[src/rtl/fetch_pkg.sv]
// Shared types and helpers for the LEGv8 fetch stage.
package fetch_pkg;

  typedef enum logic [1:0] {IDLE, FETCH, ISSUE} fetch_state_t;

  localparam int unsigned INSTR_BYTES = 4;
  localparam int unsigned BR_OFF_W    = 26;
  localparam int unsigned CBR_OFF_W   = 19;

  // Signed word offset -> 64-bit byte offset.
  function automatic logic [63:0] sext_shift2(input logic [BR_OFF_W-1:0] offset);
    logic [63:0] ext;
    ext = {{(64 - BR_OFF_W){offset[BR_OFF_W-1]}}, offset};
    return ext << 2;
  endfunction

endpackage

[src/rtl/next_pc_calc.sv]
// Combinational next-PC selection: BR > taken B/BL > taken CBZ/B.cond > sequential.
module next_pc_calc
  import fetch_pkg::*;
(
  input  logic [63:0]          i_pc,
  input  logic                 i_br_taken,
  input  logic                 i_uncond_br,
  input  logic                 i_br_signal,
  input  logic [63:0]          i_reg_target,
  input  logic [BR_OFF_W-1:0]  i_br_addr,
  input  logic [CBR_OFF_W-1:0] i_cond_br_addr,
  output logic [63:0]          o_next_pc,
  output logic                 o_misaligned
);

  logic [63:0] w_br_off;
  logic [63:0] w_cbr_off;
  logic [63:0] w_seq_pc;
  logic [63:0] w_br_target;

  assign w_br_off  = sext_shift2(i_br_addr);
  assign w_cbr_off = sext_shift2({{(BR_OFF_W - CBR_OFF_W){i_cond_br_addr[CBR_OFF_W-1]}},
                                  i_cond_br_addr});
  assign w_seq_pc    = i_pc + 64'(INSTR_BYTES);
  assign w_br_target = {i_reg_target[63:2], 2'b00};

  always_comb begin
    o_next_pc = w_seq_pc;
    if (i_br_signal) begin
      o_next_pc = w_br_target;
    end else if (i_br_taken && i_uncond_br) begin
      o_next_pc = i_pc + w_br_off;
    end else if (i_br_taken) begin
      o_next_pc = i_pc + w_cbr_off;
    end
  end

  assign o_misaligned = i_br_signal && (i_reg_target[1:0] != 2'b00);

endmodule

[src/rtl/instruction_fetch_unit.sv]
// LEGv8 fetch stage: owns the PC, fetches over a ready handshake, and presents
// one instruction at a time to decode until it is advanced.
module instruction_fetch_unit
  import fetch_pkg::*;
#(
  parameter logic [63:0] RESET_PC = 64'h0,
  parameter int unsigned CNT_W    = 32
) (
  input  logic                 clk,
  input  logic                 reset_n,
  output logic                 imem_req,
  output logic [63:0]          imem_addr,
  input  logic                 imem_ready,
  input  logic [31:0]          imem_rdata,
  output logic [31:0]          instruction,
  output logic [63:0]          pc,
  output logic                 instr_valid,
  output logic [63:0]          link_addr,
  input  logic                 advance,
  input  logic                 BrTaken,
  input  logic                 UnCondBr,
  input  logic                 BRsignal,
  input  logic [63:0]          reg_target,
  input  logic [BR_OFF_W-1:0]  BR_addr,
  input  logic [CBR_OFF_W-1:0] COND_BR_addr,
  output logic                 misalign_err,
  output logic [CNT_W-1:0]     fetch_count
);

  fetch_state_t     r_state;
  logic [63:0]      r_pc;
  logic [63:0]      r_link;
  logic [31:0]      r_instr;
  logic             r_valid;
  logic             r_misalign;
  logic [CNT_W-1:0] r_count;

  logic [63:0]      w_next_pc;
  logic             w_misaligned;

  next_pc_calc u_next_pc_calc (
    .i_pc           (r_pc),
    .i_br_taken     (BrTaken),
    .i_uncond_br    (UnCondBr),
    .i_br_signal    (BRsignal),
    .i_reg_target   (reg_target),
    .i_br_addr      (BR_addr),
    .i_cond_br_addr (COND_BR_addr),
    .o_next_pc      (w_next_pc),
    .o_misaligned   (w_misaligned)
  );

  always_ff @(posedge clk) begin
    if (!reset_n) begin
      r_state    <= IDLE;
      r_pc       <= RESET_PC;
      r_link     <= RESET_PC + 64'(INSTR_BYTES);
      r_instr    <= 32'h0;
      r_valid    <= 1'b0;
      r_misalign <= 1'b0;
      r_count    <= '0;
    end else begin
      unique case (r_state)
        IDLE: begin
          r_state <= FETCH;
        end
        FETCH: begin
          if (imem_ready) begin
            r_instr <= imem_rdata;
            r_valid <= 1'b1;
            r_count <= r_count + CNT_W'(1);
            r_state <= ISSUE;
          end
        end
        ISSUE: begin
          // Branch controls are only trusted in the advance cycle.
          if (advance) begin
            r_pc    <= w_next_pc;
            r_link  <= w_next_pc + 64'(INSTR_BYTES);
            r_valid <= 1'b0;
            r_state <= FETCH;
            if (w_misaligned) begin
              r_misalign <= 1'b1;
            end
          end
        end
        default: begin
          r_state <= IDLE;
        end
      endcase
    end
  end

  assign imem_req     = (r_state == FETCH);
  assign imem_addr    = r_pc;
  assign instruction  = r_instr;
  assign pc           = r_pc;
  assign instr_valid  = r_valid;
  assign link_addr    = r_link;
  assign misalign_err = r_misalign;
  assign fetch_count  = r_count;

endmodule

[config.mk]
export PLATFORM = sky130hd
export DESIGN_NAME = instruction_fetch_unit
export DESIGN_NICKNAME = d
export VERILOG_FILES = /design/src/rtl/fetch_pkg.sv /design/src/rtl/next_pc_calc.sv /design/src/rtl/instruction_fetch_unit.sv
export SDC_FILE = /design/constraint.sdc
export NUM_CORES = 1
export LEC_CHECK = 0
export ABC_AREA = 1
export CELL_PAD_IN_SITES_DETAIL_PLACEMENT = 1
export CELL_PAD_IN_SITES_GLOBAL_PLACEMENT = 1
export CORE_ASPECT_RATIO = 1.1
export CORE_MARGIN = 2
export CORE_UTILIZATION = 35
export CTS_BUF_LIST = sky130_fd_sc_hd__clkbuf_8
export DETAILED_ROUTE_END_ITERATION = 10
export MAX_ROUTING_LAYER = met4
export PLACE_DENSITY = 0.93
export SLEW_MARGIN = 20
export SYNTH_ARGS = -nofsm -noshare
export SYNTH_HDL_FRONTEND = slang
export SYNTH_SLANG_ARGS = --single-unit
[constraint.sdc]
create_clock -name clk -period 5.5 [get_ports clk]
set_clock_uncertainty 0.05 [all_clocks]
set_input_delay 1.1 -clock clk [delete_from_list [all_inputs] [get_ports clk]]
set_output_delay 1.1 -clock clk [all_outputs]
set_load 0.1 [all_outputs]
==> results of run 1 <==
-- cell usage in the layout, fill, tap and decap left out, drive strengths merged, types with 35 or more instances in the layout --
cell type / n
inv: 519
buf: 112
dfxtp: 192
o21ai: 120
a21oi: 173
nor3: 35
nand4: 44
or2: 52
nand3: 202
ha: 64
clkdlybuf4s50: 399
nor2: 299
nand2: 1061
-- power by group through the flow --
stage	Sequential, mW	Combinational [mW]	Clock, mW
floorplan	1.74	0.638	0
global placement	1.50	1.34	0
detailed placement	1.50	1.37	0
CTS	1.47	1.38	1.04
global route	1.48	1.49	1.08
finish	1.47	1.40	1.02
-- cells by family after synthesis --
| group | after synthesis | synth area share |
|---|---|---|
| flip-flops | 192 | 0.2273 |
| adder cells (fa/ha/maj) | 65 | 0.04853 |
| XOR/XNOR | 18 | 0.009322 |
| buffers and inverters | 661 | 0.1633 |
| other | 1 | 0.0002217 |
| AO/OA/AOI/OAI | 352 | 0.1135 |
| AND/OR/NAND/NOR | 1711 | 0.4378 |
-- layer usage --
layer	up-vias	global-route usage	share of wire
met5	-	-	0
met2	800	0.5215	0.46
met1	9970	0.3778	0.41
li1	10009	-	-
met4	0	0.1827	0.062
met3	222	0.06177	0.072
-- sequential cells by signal, indices dropped and copies added (netlist names) --
signal	count
r_state	2
link_addr	62
fetch_count	32
misalign_err	1
instr_valid	1
instruction	32
imem_addr	62
-- worst max-delay path, delay by kind of cell --
| family | cells | cell delay (ns) |
|---|---|---|
| AO/OA/AOI/OAI | 1 | 0.10 |
| AND/OR/NAND/NOR | 18 | 2.69 |
| buffers and inverters | 5 | 1.14 |
| adder cells (fa/ha/maj) | 1 | 0.44 |
-- through the flow --
step / util / cell area (um2) / setup TNS [ns] / worst slack [ns]
6_report: 0.4653 / 22200 / 0 / 0.3490
5_1_grt: 0.4652 / 22200 / 0 / 0.03767
4_1_cts: 0.4650 / 22190 / 0 / 0.4357
3_5_place_dp: 0.4566 / 21780 / -0.3568 / -0.1009
3_3_place_gp: 0.4566 / 21780 / 0 / 0.03529
2_1_floorplan: - / 16930 / 0 / 0.8397
-- final cells by class --
| class | count | area (um2) |
|---|---|---|
| clock inverters | 15 | 171.4 |
| multi-input cells | 2152 | 10330 |
| inverters | 516 | 1944 |
| well taps | 645 | 807.0 |
| diodes | 3 | 7.507 |
| flip-flops and latches | 192 | 3844 |
| fillers | 6652 | 25520 |
| clock buffers | 17 | 234.0 |
| repair buffers | 511 | 4860 |
-- worst paths after layout --
path | start | endpoint | slack, ns | cells after the start
worst max-delay path | BrTaken | link_addr[46] | 0.35 | 25
worst min-delay path | instr_valid | instr_valid | 0.42 | 2
worst max register to register | imem_addr[2] | link_addr[46] | 1.52 | 20
worst min register to register | instr_valid | instr_valid | 0.42 | 2
-- cell usage after synthesis, drive strengths merged (15+ instances only) --
cell	number
ha	64
nand3	202
o21ai	120
inv	514
nand2	1061
a21oi	173
or2	52
buf	85
o21a	15
nor2	299
clkbuf	60
nor3	35
xor2	15
o211ai	18
dfxtp	192
nand4	44
-- repair_timing --
| action | CTS | global route |
|---|---|---|
| hold buffers | 0 | 0 |
| resized for setup | 0 | 1 |
| setup endpoints to repair | 0 | 4 |
==> impl_metrics.sql, run 1 <==
INSERT INTO impl_metrics (metric_group, metric, value, unit) VALUES
('placed_design', 'gpl.final_weighted_congestion', '1.084', ''),
('yosys', 'ys.warnings.count', '0', ''),
('power_and_ir_drop', 'ir_drop', '0.0001495', 'V'),
('clock_network', 'cts.reportedPaths.clkPinSlew', '0.11', 'ns'),
('grt', 'global_route.overflow_total', '0', ''),
('route', 'viasPerCell', '5.184', ''),
('route', 'drt_iter0_markers', '1630', ''),
('power_and_ir_drop', 'cellPowerDensity', '175.5', 'nW/um2'),
('job', 'max-cap-violations', '0', ''),
('grt', 'grt_pass1_vias', '21565', ''),
('sta', 'finalHoldWorstSlack', '0.4198', 'ns'),
('sta', 'worst_pin_slew', '1.161', 'ns'),
('sta', 'timing.final.max_slew_violations', '0', ''),
('floorplan', 'ioPinCount', '407', ''),
('floorplan', 'design.die.area', '50100', 'um2'),
('setup_path', 'path_class', 'input pin to flop', ''),
('route', 'drtPass1Iterations', '7', ''),
('grt', 'initial_antenna_violation_count', '4', ''),
('route', 'wire_per_inst', '19.66', 'um'),
('floorplan', 'placement_rows', '84', ''),
('yosys', 'synth_edf_count', '0', ''),
('clock_network', 'ctsHtreeMaxLevel', '4', ''),
('clock_network', 'cts-root-buf', 'sky130_fd_sc_hd__clkbuf_8', ''),
('setup_path', 'worst-endpoint-arrival', '5.48', 'ns'),
('final_layout', 'syn2layout_area_growth', '31.26', '%'),
('setup_path', 'crit_required', '5.83', 'ns'),
('floorplan', 'coreArea', '47720', 'um2'),
('sta', 'headroom_to_the_max_slew_limit', '0.2236', ''),
('sta', 'finalCriticalPeriod', '5.151', 'ns'),
('power_and_ir_drop', 'p_leak', '10.77', 'nW'),
('clock_network', 'cts_setup_buffers', '0', ''),
('yosys', 'postSynthAreaPerCell', '5.637', 'um2'),
('route', 'finalWirelength', '79.64', 'mm'),
('sta', 'grt_setup_unrepaired', 'false', ''),
('power_and_ir_drop', 'comb_power_share', '0.361', ''),
('min_path', 'holdCritPathClass', 'flop to flop', ''),
('sta', 'fin_crit_sh', '0.9366', ''),
('final_layout', 'design.final.nets', '3603', ''),
('placed_design', 'dpl.hpwl', '64.88', 'mm'),
('yosys', 'post_synth_num_cell_types', '51', ''),
('setup_path', 'critical_path.most_common_cell', 'sky130_fd_sc_hd__nand2_1', ''),
('yosys', 'synth.cell_area', '16910', 'um2'),
('route', 'drt_drc_violations_left', '0', ''),
('setup_path', 'crit_path_end_kind', 'flop', ''),
('power_and_ir_drop', 'clkPwrFrac', '0.261', ''),
('final_layout', 'layout-drive-gt1-share', '0.09198', ''),
('sta', 'fmax', '0.1941', 'GHz'),
('setup_path', 'start_kind', 'input pin', ''),
('clock_network', 'cts_tree', 'done', ''),
('placed_design', 'instance_count_after_placement_with_tap_cells_included', '4016', ''),
('power_and_ir_drop', 'netSwitchingPower', '1.628', 'mW'),
('route', 'vias', '21001', ''),
('yosys', 'synthDominantAreaCellType', 'sky130_fd_sc_hd__nand2_1', ''),
('yosys', 'synth.area.top_cells', 'sky130_fd_sc_hd__nand2_1, sky130_fd_sc_hd__dfxtp_1, sky130_fd_sc_hd__inv_1', ''),
('yosys', 'synth_sequential_area_ratio', '0.2273', ''),
('grt', 'grt_util_all_layers', '0.3236', ''),
('yosys', 'synth_top_area_share', '0.2288', ''),
('outcome', 'status', 'finished, final reports clean', ''),
('floorplan', 'fp.dieH', '234.6', 'um'),
('grt', 'grt_max_degree', '158', ''),
('grt', 'first_pass_grt_wire_length', '119.7', 'mm'),
('yosys', 'synth_async_sr_flop_share', '0', ''),
('route', 'ant_nets', '0', ''),
('power_and_ir_drop', 'total_power', '3.896', 'mW'),
('floorplan', 'start_util', '0.3544', ''),
('setup_path', 'timing.critical_path.fanout_max', '27', ''),
('power_and_ir_drop', 'seqPwrFrac', '0.378', ''),
('sta', 'timing.final.setup_violations', '0', ''),
('clock_network', 'cts_inserted_buffers', '17', ''),
('clock_network', 'clkSinkCount', '192', ''),
('floorplan', 'horizontal_die_dimension', '213.6', 'um'),
('clock_network', 'clock_insertion_delay_worst_skew', '0.52', 'ns'),
('sta', 'hold_violations', '0', ''),
('power_and_ir_drop', 'power.switching_fraction', '0.4180', ''),
('final_layout', 'layoutNonFillerInstCount', '4051', ''),
('setup_path', 'timing.critical_path.slowest_cell_delay', '0.54', 'ns'),
('yosys', 'postSynthCellCount', '3000', ''),
('yosys', 'yosys_register_bits', '192', ''),
('placed_design', 'numPortBuffers', '400', ''),
('yosys', 'synth_top_flop_cell', 'sky130_fd_sc_hd__dfxtp_1', ''),
('clock_network', 'ctsLongestPathBuffers', '2', ''),
('setup_path', 'timing.critical_path.slowest_stage_cell', 'sky130_fd_sc_hd__clkdlybuf4s50_1', ''),
('power_and_ir_drop', 'p_int', '2.267', 'mW');
Note: power is estimated with default switching activity, not from simulation.
==> run 2: changes to the inputs <==
--- a/config.mk
+++ b/config.mk
@@ -15,7 +15,6 @@
 export DETAILED_ROUTE_END_ITERATION = 10
 export MAX_ROUTING_LAYER = met4
 export PLACE_DENSITY = 0.93
-export SLEW_MARGIN = 20
 export SYNTH_ARGS = -nofsm -noshare
 export SYNTH_HDL_FRONTEND = slang
 export SYNTH_SLANG_ARGS = --single-unit
==> results of run 2 <==
No change in the layout: final DEF, timing and power equal those of run 1.
